$ cat config.mk
export PLATFORM = sky130hd
export DESIGN_NAME = hazard_ctrl
export DESIGN_NICKNAME = d
export VERILOG_FILES = /design/src/rtl/hazard_ctrl.sv
export SDC_FILE = /design/constraint.sdc
export NUM_CORES = 1
export LEC_CHECK = 0
export ABC_CLOCK_PERIOD_IN_PS = 1750
export CORE_MARGIN = 5
export CORE_UTILIZATION = 35
export CTS_CLUSTER_DIAMETER = 50
export DETAILED_ROUTE_END_ITERATION = 6
export MAX_ROUTING_LAYER = met4
export PLACE_DENSITY = 0.89
export SLEW_MARGIN = 20
export SYNTH_ARGS = -nofsm -noshare
export SYNTH_HDL_FRONTEND = slang
export SYNTH_SLANG_ARGS = --single-unit
$ cat constraint.sdc
create_clock -name clk -period 1.75 [get_ports clk]
set_clock_uncertainty 0.1 [all_clocks]
set_input_delay 0.175 -clock clk [delete_from_list [all_inputs] [get_ports clk]]
set_output_delay 0.175 -clock clk [all_outputs]
set_load 0.02 [all_outputs]
$ cat src/rtl/hazard_ctrl.sv
// Pipeline hazard controller: stage enables/flushes for load-use, redirect, MDU and memory stalls, halt.
// Optional performance counters are built only when HAZARD_CTRL_PERF_EN is defined.
module hazard_ctrl (
  input  logic        clk,
  input  logic        rst_n,
  input  logic [4:0]  id_rs1,
  input  logic [4:0]  id_rs2,
  input  logic        id_rs1_en,
  input  logic        id_rs2_en,
  input  logic [4:0]  ex_rd,
  input  logic        ex_load,
  input  logic        ex_redirect,
  input  logic        ex_mdu_start,
  input  logic        mdu_done,
  input  logic        mem_req,
  input  logic        mem_ready,
  input  logic        halt_req,
  output logic        pc_en,
  output logic        ifid_en,
  output logic        idex_en,
  output logic        exmem_en,
  output logic        ifid_flush,
  output logic        idex_flush,
  output logic        mdu_busy,
  output logic        halted,
  output logic        mdu_timeout,
  output logic [31:0] stall_cycles,
  output logic [15:0] flush_count
);

  typedef enum logic [1:0] {
    RUN      = 2'd0,
    MDU_WAIT = 2'd1,
    MEM_WAIT = 2'd2,
    HALT     = 2'd3
  } state_t;

  localparam logic [7:0] WD_LIMIT = 8'hFF;

  state_t     state;
  state_t     state_nxt;
  logic [7:0] wd_cnt;
  logic [7:0] wd_cnt_nxt;
  logic       timeout_q;
  logic       timeout_set;
  logic       load_use;
  logic [3:0] en;

  assign load_use = ex_load && (ex_rd != 5'd0) &&
                    ((id_rs1_en && (id_rs1 == ex_rd)) ||
                     (id_rs2_en && (id_rs2 == ex_rd)));

  assign {pc_en, ifid_en, idex_en, exmem_en} = en;

  always_comb begin
    state_nxt   = state;
    wd_cnt_nxt  = wd_cnt;
    timeout_set = 1'b0;
    en          = 4'b0000;
    ifid_flush  = 1'b0;
    idex_flush  = 1'b0;
    mdu_busy    = 1'b0;
    halted      = 1'b0;

    case (state)
      RUN: begin
        if (mem_req && !mem_ready) begin
          state_nxt = MEM_WAIT;
        end else if (ex_mdu_start) begin
          state_nxt  = MDU_WAIT;
          wd_cnt_nxt = 8'd0;
        end else if (halt_req) begin
          state_nxt = HALT;
        end else if (ex_redirect) begin
          en         = 4'b1111;
          ifid_flush = 1'b1;
          idex_flush = 1'b1;
        end else if (load_use) begin
          // Hold PC and IF/ID, let the load advance, and bubble EX exactly once.
          en         = 4'b0011;
          idex_flush = 1'b1;
        end else begin
          en = 4'b1111;
        end
      end

      MDU_WAIT: begin
        mdu_busy = 1'b1;
        if (mdu_done) begin
          en        = 4'b1111;
          state_nxt = RUN;
        end else if (wd_cnt == WD_LIMIT) begin
          en          = 4'b1111;
          timeout_set = 1'b1;
          state_nxt   = RUN;
        end else begin
          wd_cnt_nxt = wd_cnt + 8'd1;
        end
      end

      MEM_WAIT: begin
        if (mem_ready) begin
          en        = 4'b1111;
          state_nxt = RUN;
        end
      end

      HALT: begin
        halted = 1'b1;
        if (!halt_req) begin
          state_nxt = RUN;
        end
      end

      default: begin
        state_nxt = RUN;
      end
    endcase

    // Reset freezes every stage and flushes the front end, overriding any wait.
    if (!rst_n) begin
      en          = 4'b0000;
      ifid_flush  = 1'b1;
      idex_flush  = 1'b1;
      mdu_busy    = 1'b0;
      halted      = 1'b0;
      timeout_set = 1'b0;
    end
  end

  always_ff @(posedge clk) begin
    if (!rst_n) begin
      state     <= RUN;
      wd_cnt    <= 8'd0;
      timeout_q <= 1'b0;
    end else begin
      state  <= state_nxt;
      wd_cnt <= wd_cnt_nxt;
      if (timeout_set) begin
        timeout_q <= 1'b1;
      end
    end
  end

  assign mdu_timeout = rst_n && (timeout_q || timeout_set);

`ifdef HAZARD_CTRL_PERF_EN
  logic [31:0] stall_q;
  logic [15:0] flush_q;

  always_ff @(posedge clk) begin
    if (!rst_n) begin
      stall_q <= 32'd0;
      flush_q <= 16'd0;
    end else begin
      if (!pc_en) begin
        stall_q <= stall_q + 32'd1;
      end
      if (idex_flush) begin
        flush_q <= flush_q + 16'd1;
      end
    end
  end

  assign stall_cycles = stall_q;
  assign flush_count  = flush_q;
`else
  assign stall_cycles = 32'd0;
  assign flush_count  = 16'd0;
`endif

endmodule

==> flow_metrics.tcl, run 1 <==
set metrics [dict create \
    avgSynthCellArea_um2 7.89 \
    crit_path_max_fanout 2 \
    vias 1052 \
    ant_nets 0 \
    drive_gt1_share_pct 31.8 \
    whs_ps 404 \
    dp_hpwl_um 2410 \
    seq_power_share_pct 29.8 \
    r2r_end "wd_cnt[7]" \
    final_common_cell "conb_1" \
    p_int_mw 0.572 \
    wl_um 2880 \
    fillers 307 \
    pwr-share-clk_pct 17.9 \
    dr.first_iter.drc_count 36 \
    grt_use_total_pct 12.2 \
    path_clk_slew_ps 60 \
    pre_cts_ws_ps -741 \
    worst_ep_required_time_ps 1470 \
    synth_top_cell_by_area "buf_4" \
    fp.coreArea_um2 3280 \
    root_buffer "clkbuf_4" \
    hold_depth 2 \
    area_growth_pct 47.2 \
    synth.distinct_cells 31 \
    synth_seq_area_share_pct 18.7 \
    combPwrFrac_pct 52.4 \
    layout.cells.non_filler 260 \
    reg2reg_from "state[1]" \
    grt_pass1_vias 987 \
    multi_input_area_um2 861 \
    power_density_nw_per_um2 537 \
    peakVddDrop_uv 154 \
    synth-seq-cells 11 \
    route.detailed.drc 0 \
    numCtsBuffers 3 \
    finalCritPeriodShare_pct 102 \
    fin_ws_ps -34.4 \
    crit_path_start_kind "input port" \
    grt_pass1_wl_um 4280 \
    firstDrtPassIters 4 \
    antenna_found_initial 0 \
    violations "negative setup slack" \
    port_buffers 34 \
    swShare_pct 38.4 \
    initial_core_util_pct 35.8 \
    antenna_cells 0 \
    cts_buffer_depth 2 \
    cts_tree "built" \
    rsz0062_at_grt "yes" \
    rr_worst_depth 8 \
    num_io_pins 83 \
    finalHoldViolations 0 \
    final_cell_mix "48 x conb_1, 33 x buf_4, 20 x clkdlybuf4s50_1" \
    placedCellCount 254 \
    ys_warn_count 0 \
    grt_max_degree 10 \
    grt_overflow 0 \
    routed_via_density 4.05 \
    max_clock_freq_mhz 560 \
    synth_area_um2 1180 \
    die_area_um2 4620 \
    die_x_um 68.0 \
    synth_top_cells_by_area "buf_4 33%, dfxtp_1 19%, xnor2_1 13%" \
    worst_setup_path_end_kind "output port" \
    setup_violations 2 \
    die_h_um 68.0 \
    holdCritStartpoint "timeout_q" \
    worst_skew_pair.late_latency_ps 260 \
    final-seq-area_um2 224 \
    gp_congestion 0.797 \
    crit_type "input port to output port" \
    crit_arrival_ps 1510 \
    slew_violations 0 \
    yosysTopAreaCellShare_pct 32.6 \
    p_sw_mw 0.357 \
    cts_htree_levels 1 \
    hold_class "register to register" \
    outcome "finished with violations" \
    hold_end "timeout_q" \
    r2r_slack_ps 50 \
    min_period_ps 1780 \
    fin_nets 242 \
    syn_inst 149 \
    cts.sinks 11 \
    wire_per_inst_um 11.1 \
    row_count 21 \
    p_leak_nw 0.764 \
    max_cap_violations 0 \
]
cell usage after synthesis, drive strengths merged:
master,n
ha,1
o21ai,6
nand3b,1
and2,4
and3,3
a31oi,1
a21oi,4
nand4,4
or4,1
xnor2,17
a21o,1
inv,1
a211oi,2
nand2b,1
nor3b,1
nand2,7
conb,1
nor2b,4
a21boi,2
nand3,9
buf,51
nor2,13
o21a,1
mux2i,1
dfxtp,11
o22ai,1
power groups by stage:
stage | combinational [mW] | sequential [mW] | clock, mW
2_1_floorplan | 0.346 | 0.282 | 0
3_3_place_gp | 0.441 | 0.278 | 0
3_5_place_dp | 0.449 | 0.280 | 0
4_1_cts | 0.453 | 0.275 | 0.172
5_1_grt | 0.524 | 0.279 | 0.194
6_report | 0.487 | 0.277 | 0.166
how the worst max path moves through the flow:
stage	slack [ps]	end	start	cells after the start
global placement	-720	pc_en	ex_rd[2]	7
detailed placement	-740	pc_en	ex_rd[2]	7
CTS	-60	pc_en	wd_cnt[1]	7
global route	-110	pc_en	wd_cnt[1]	7
finish	-30	pc_en	id_rs2[2]	7
floorplan	30	pc_en	wd_cnt[1]	7
cell families (layout without fill, tap and decap cells):
family	Yosys count	in the layout	share of synthesized area [%]
AO/OA/AOI/OAI	18	18	11.0
XOR/XNOR	17	17	12.7
adder cells (fa/ha/maj)	1	1	1.06
buffers and inverters	52	70	32.9
flip-flops	11	11	18.7
multiplexers	1	1	0.851
other	1	48	0.319
AND/OR/NAND/NOR	48	48	22.6
layout make-up:
class	instances	share of cell area, %
clock buffer	4	1.52
inverter	1	0.217
sequential	11	12.9
multi-input combinational	133	49.7
timing repair buffer	65	32.3
tap	46	3.32
stage by stage:
step | area [um2] | power [mW] | utilization [%] | TNS [ps]
after floorplan | 1400 | 0.628 | - | 0
after global placement | 1630 | 0.719 | 49.6 | -3850
after detailed placement | 1630 | 0.729 | 49.6 | -3960
after CTS | 1670 | 0.900 | 51.0 | -196
after global routing | 1730 | 0.997 | 52.7 | -476
final | 1730 | 0.929 | 52.7 | -68.5
flip-flops by register name, indices dropped and copies added, names as in the netlist:
signal	cells
wd_cnt	8
state	2
timeout_q	1
worst max-delay path, stage by stage:
cell and delay (ps):
clkdlybuf4s50_1 470, xnor2_1 120, nand4_1 140, o22ai_2 190, nand4_1 110, and2_4 180
buf_6 120
routing by layer:
layer | wire length [um] | track usage, % | part of all wire, %
met5 | 0 | - | 0
met1 | 1080 | 14.2 | 38
met2 | 1500 | 21.8 | 52
met4 | 60 | 4.47 | 2.1
met3 | 242 | 1.15 | 8.4
timing repair:
| item | 4_1_cts | 5_1_grt |
|---|---|---|
| cloned | 0 | 0 |
| hold buffers | 0 | 0 |
| gates resized for setup | 52 | 14 |
| setup endpoints to repair | 9 | 12 |
| setup buffers | 0 | 2 |
| pin swaps | 6 | 8 |
(Power assumes the default switching activity.)
==> inputs of run 2 (changes only) <==
Settings changed: ABC_AREA from default to 1, CORE_UTILIZATION 35 to 38.
==> run 2 against run 1 <==
- power is 20% higher
- critical path depth is 1 higher
- die area is 6.2% higher
- global-route usage is 1.0 points higher
- the flow still finishes with violations (negative setup slack)
- sequential share of layout area is 1.1 points lower
- maximum frequency is 6.7% lower
- first-iteration DRC count is 11% higher
- via count is 34% higher
==> flow_metrics.tcl, run 2 <==
set metrics [dict create \
    largest_register_ffs 8 \
    whs_ps 376 \
    antenna_found_initial 0 \
    synth_most_common_cell "nand2_1" \
    route.detailed.drc 0 \
    synthTopCellsByCount "59 x nand2_1, 50 x buf_4, 31 x nor2_1" \
    cts.sinks 11 \
    cts_buffer_depth 2 \
    worst_ep_required_time_ps 1470 \
    layout.cells.non_filler 337 \
    final_common_cell "nand2_1" \
    peakVddDrop_uv 207 \
    synth_ff_type "dfxtp_1" \
    final_area_um2 1920 \
    pre_cts_ws_ps -511 \
    crit_type "register to output port" \
    avgSynthCellArea_um2 6.06 \
    grt_pass1_wl_um 5420 \
    max_cap_violations 0 \
    place_area_um2 1770 \
    vias 1407 \
    rsz0062_at_grt "yes" \
    synth_area_um2 1370 \
    synth_top_cell_by_area "buf_4" \
    area_growth_pct 40.5 \
    placedCellCount 326 \
    crit_arrival_ps 1640 \
    outcome "finished with violations" \
    final_cell_mix "54 x nand2_1, 48 x conb_1, 28 x buf_4" \
    multi_input_area_um2 891 \
    reg_top3 "wd_cnt: 8 flops, state: 2 flops, timeout_q: 1 flops" \
    grt_use_total_pct 13.3 \
    cts_tree "built" \
    p_leak_nw 1.11 \
    fin_ws_ps -162 \
    fp.coreArea_um2 3420 \
    fin_nets 319 \
    max_clock_freq_mhz 523 \
    min_period_ps 1910 \
    numCtsBuffers 3 \
    grt_pass1_vias 1374 \
    synth_seq_area_share_pct 16.1 \
    cts_htree_levels 1 \
    port_buffers 34 \
    die_x_um 70.0 \
    violations "negative setup slack" \
    routed_via_density 4.18 \
    synth-seq-cells 11 \
    antenna_cells 0 \
    synth-edff-count 0 \
    finalCritPeriodShare_pct 109 \
    syn_inst 226 \
    grt_overflow 0 \
    gp_congestion 0.800 \
    synth_top_cells_by_area "buf_4 27%, nand2_1 16%, dfxtp_1 16%" \
    firstDrtPassIters 4 \
    synth.distinct_cells 27 \
    ys_warn_count 0 \
    root_buffer "clkbuf_4" \
    dr.first_iter.drc_count 40 \
    die_area_um2 4910 \
    slew_violations 0 \
    finalHoldViolations 0 \
    drive_gt1_share_pct 26.8 \
    setup_violations 5 \
    crit_path_start_kind "register" \
    dp_hpwl_um 2760 \
    yosysTopAreaCellShare_pct 27.4 \
    num_io_pins 83 \
    crit_path_max_fanout 3 \
    wl_um 3450 \
    die_h_um 70.0 \
    ant_nets 0 \
    initial_core_util_pct 40.1 \
    power_density_nw_per_um2 579 \
    hold_buffers 0 \
    grt_max_degree 8 \
    path_clk_slew_ps 70 \
    worst_skew_pair.late_latency_ps 270 \
    wire_per_inst_um 10.2 \
    fillers 332 \
    regMostFlops "wd_cnt" \
    power_mw 1.11 \
    worst_setup_path_end_kind "output port" \
    final-seq-area_um2 228 \
    row_count 21 \
    hold_class "register to register" \
    async_reset_ff_share_pct 0 \
]
## run 2: cells by family (layout without fill, tap and decap cells)
group	after synthesis	in the layout	synth area share (%)
and+or+nand+nor	114	114	38.3
buffers and inverters	83	101	36.6
AOI/OAI and AO/OA	14	14	6.58
DFF	11	11	16.1
xor gates and xnor gates	2	2	1.28
adders and majority gates	1	1	0.913
other	1	48	0.274
## run 2: path summary, 6_finish.rpt
check | start | to | slack (ps) | cells after the start
max | wd_cnt[0] | pc_en | -160 | 8
min | timeout_q | timeout_q | 380 | 1
max reg2reg | state[0] | wd_cnt[4] | 20 | 11
min reg2reg | timeout_q | timeout_q | 380 | 1
## run 2: through the flow
| step | TNS (ps) | util (%) |
|---|---|---|
| 2_1_floorplan | -48.3 | - |
| 3_3_place_gp | -3250 | 51.7 |
| 3_5_place_dp | -3690 | 51.7 |
| 4_1_cts | -859 | 53.6 |
| 5_1_grt | -1050 | 56.3 |
| 6_report | -527 | 56.3 |
## run 2: metal layers
layer | part of all wire (%) | wire (um) | global-route usage [%]
met5 | 0 | 0 | -
met4 | 1.2 | 40 | 5.96
met3 | 5.8 | 200 | 1.58
met2 | 53 | 1830 | 24.2
met1 | 40 | 1370 | 14.3
## run 2: area by class of cell
cell class / instances / share of cell area [%]
clock buffers: 4 / 1.37
inverters: 33 / 6.89
multi-input cells: 179 / 46.3
flip-flops and latches: 11 / 11.8
well taps: 46 / 2.99
repair buffers: 64 / 30.6
## run 2: power by group
group | internal [mW] | switching, mW
clock network | 0.0884 | 0.0922
registers | 0.273 | 0.0200
logic | 0.269 | 0.372
total | 0.630 | 0.484
## run 2: repair_timing
| item | CTS | global route |
|---|---|---|
| gates resized for setup | 56 | 28 |
| gates cloned | 0 | 0 |
| pin swaps | 9 | 9 |
| buffers inserted | 2 | 5 |
| setup endpoints to repair | 9 | 14 |
## run 2: critical path: stages (launching register included)
cell	delay, ps
dfxtp_2	360
ha_4	150
nand2_4	50
nor3_4	170
nand4_4	140
nand2_2	120
nor2_2	40
a21oi_2	160
buf_4	160
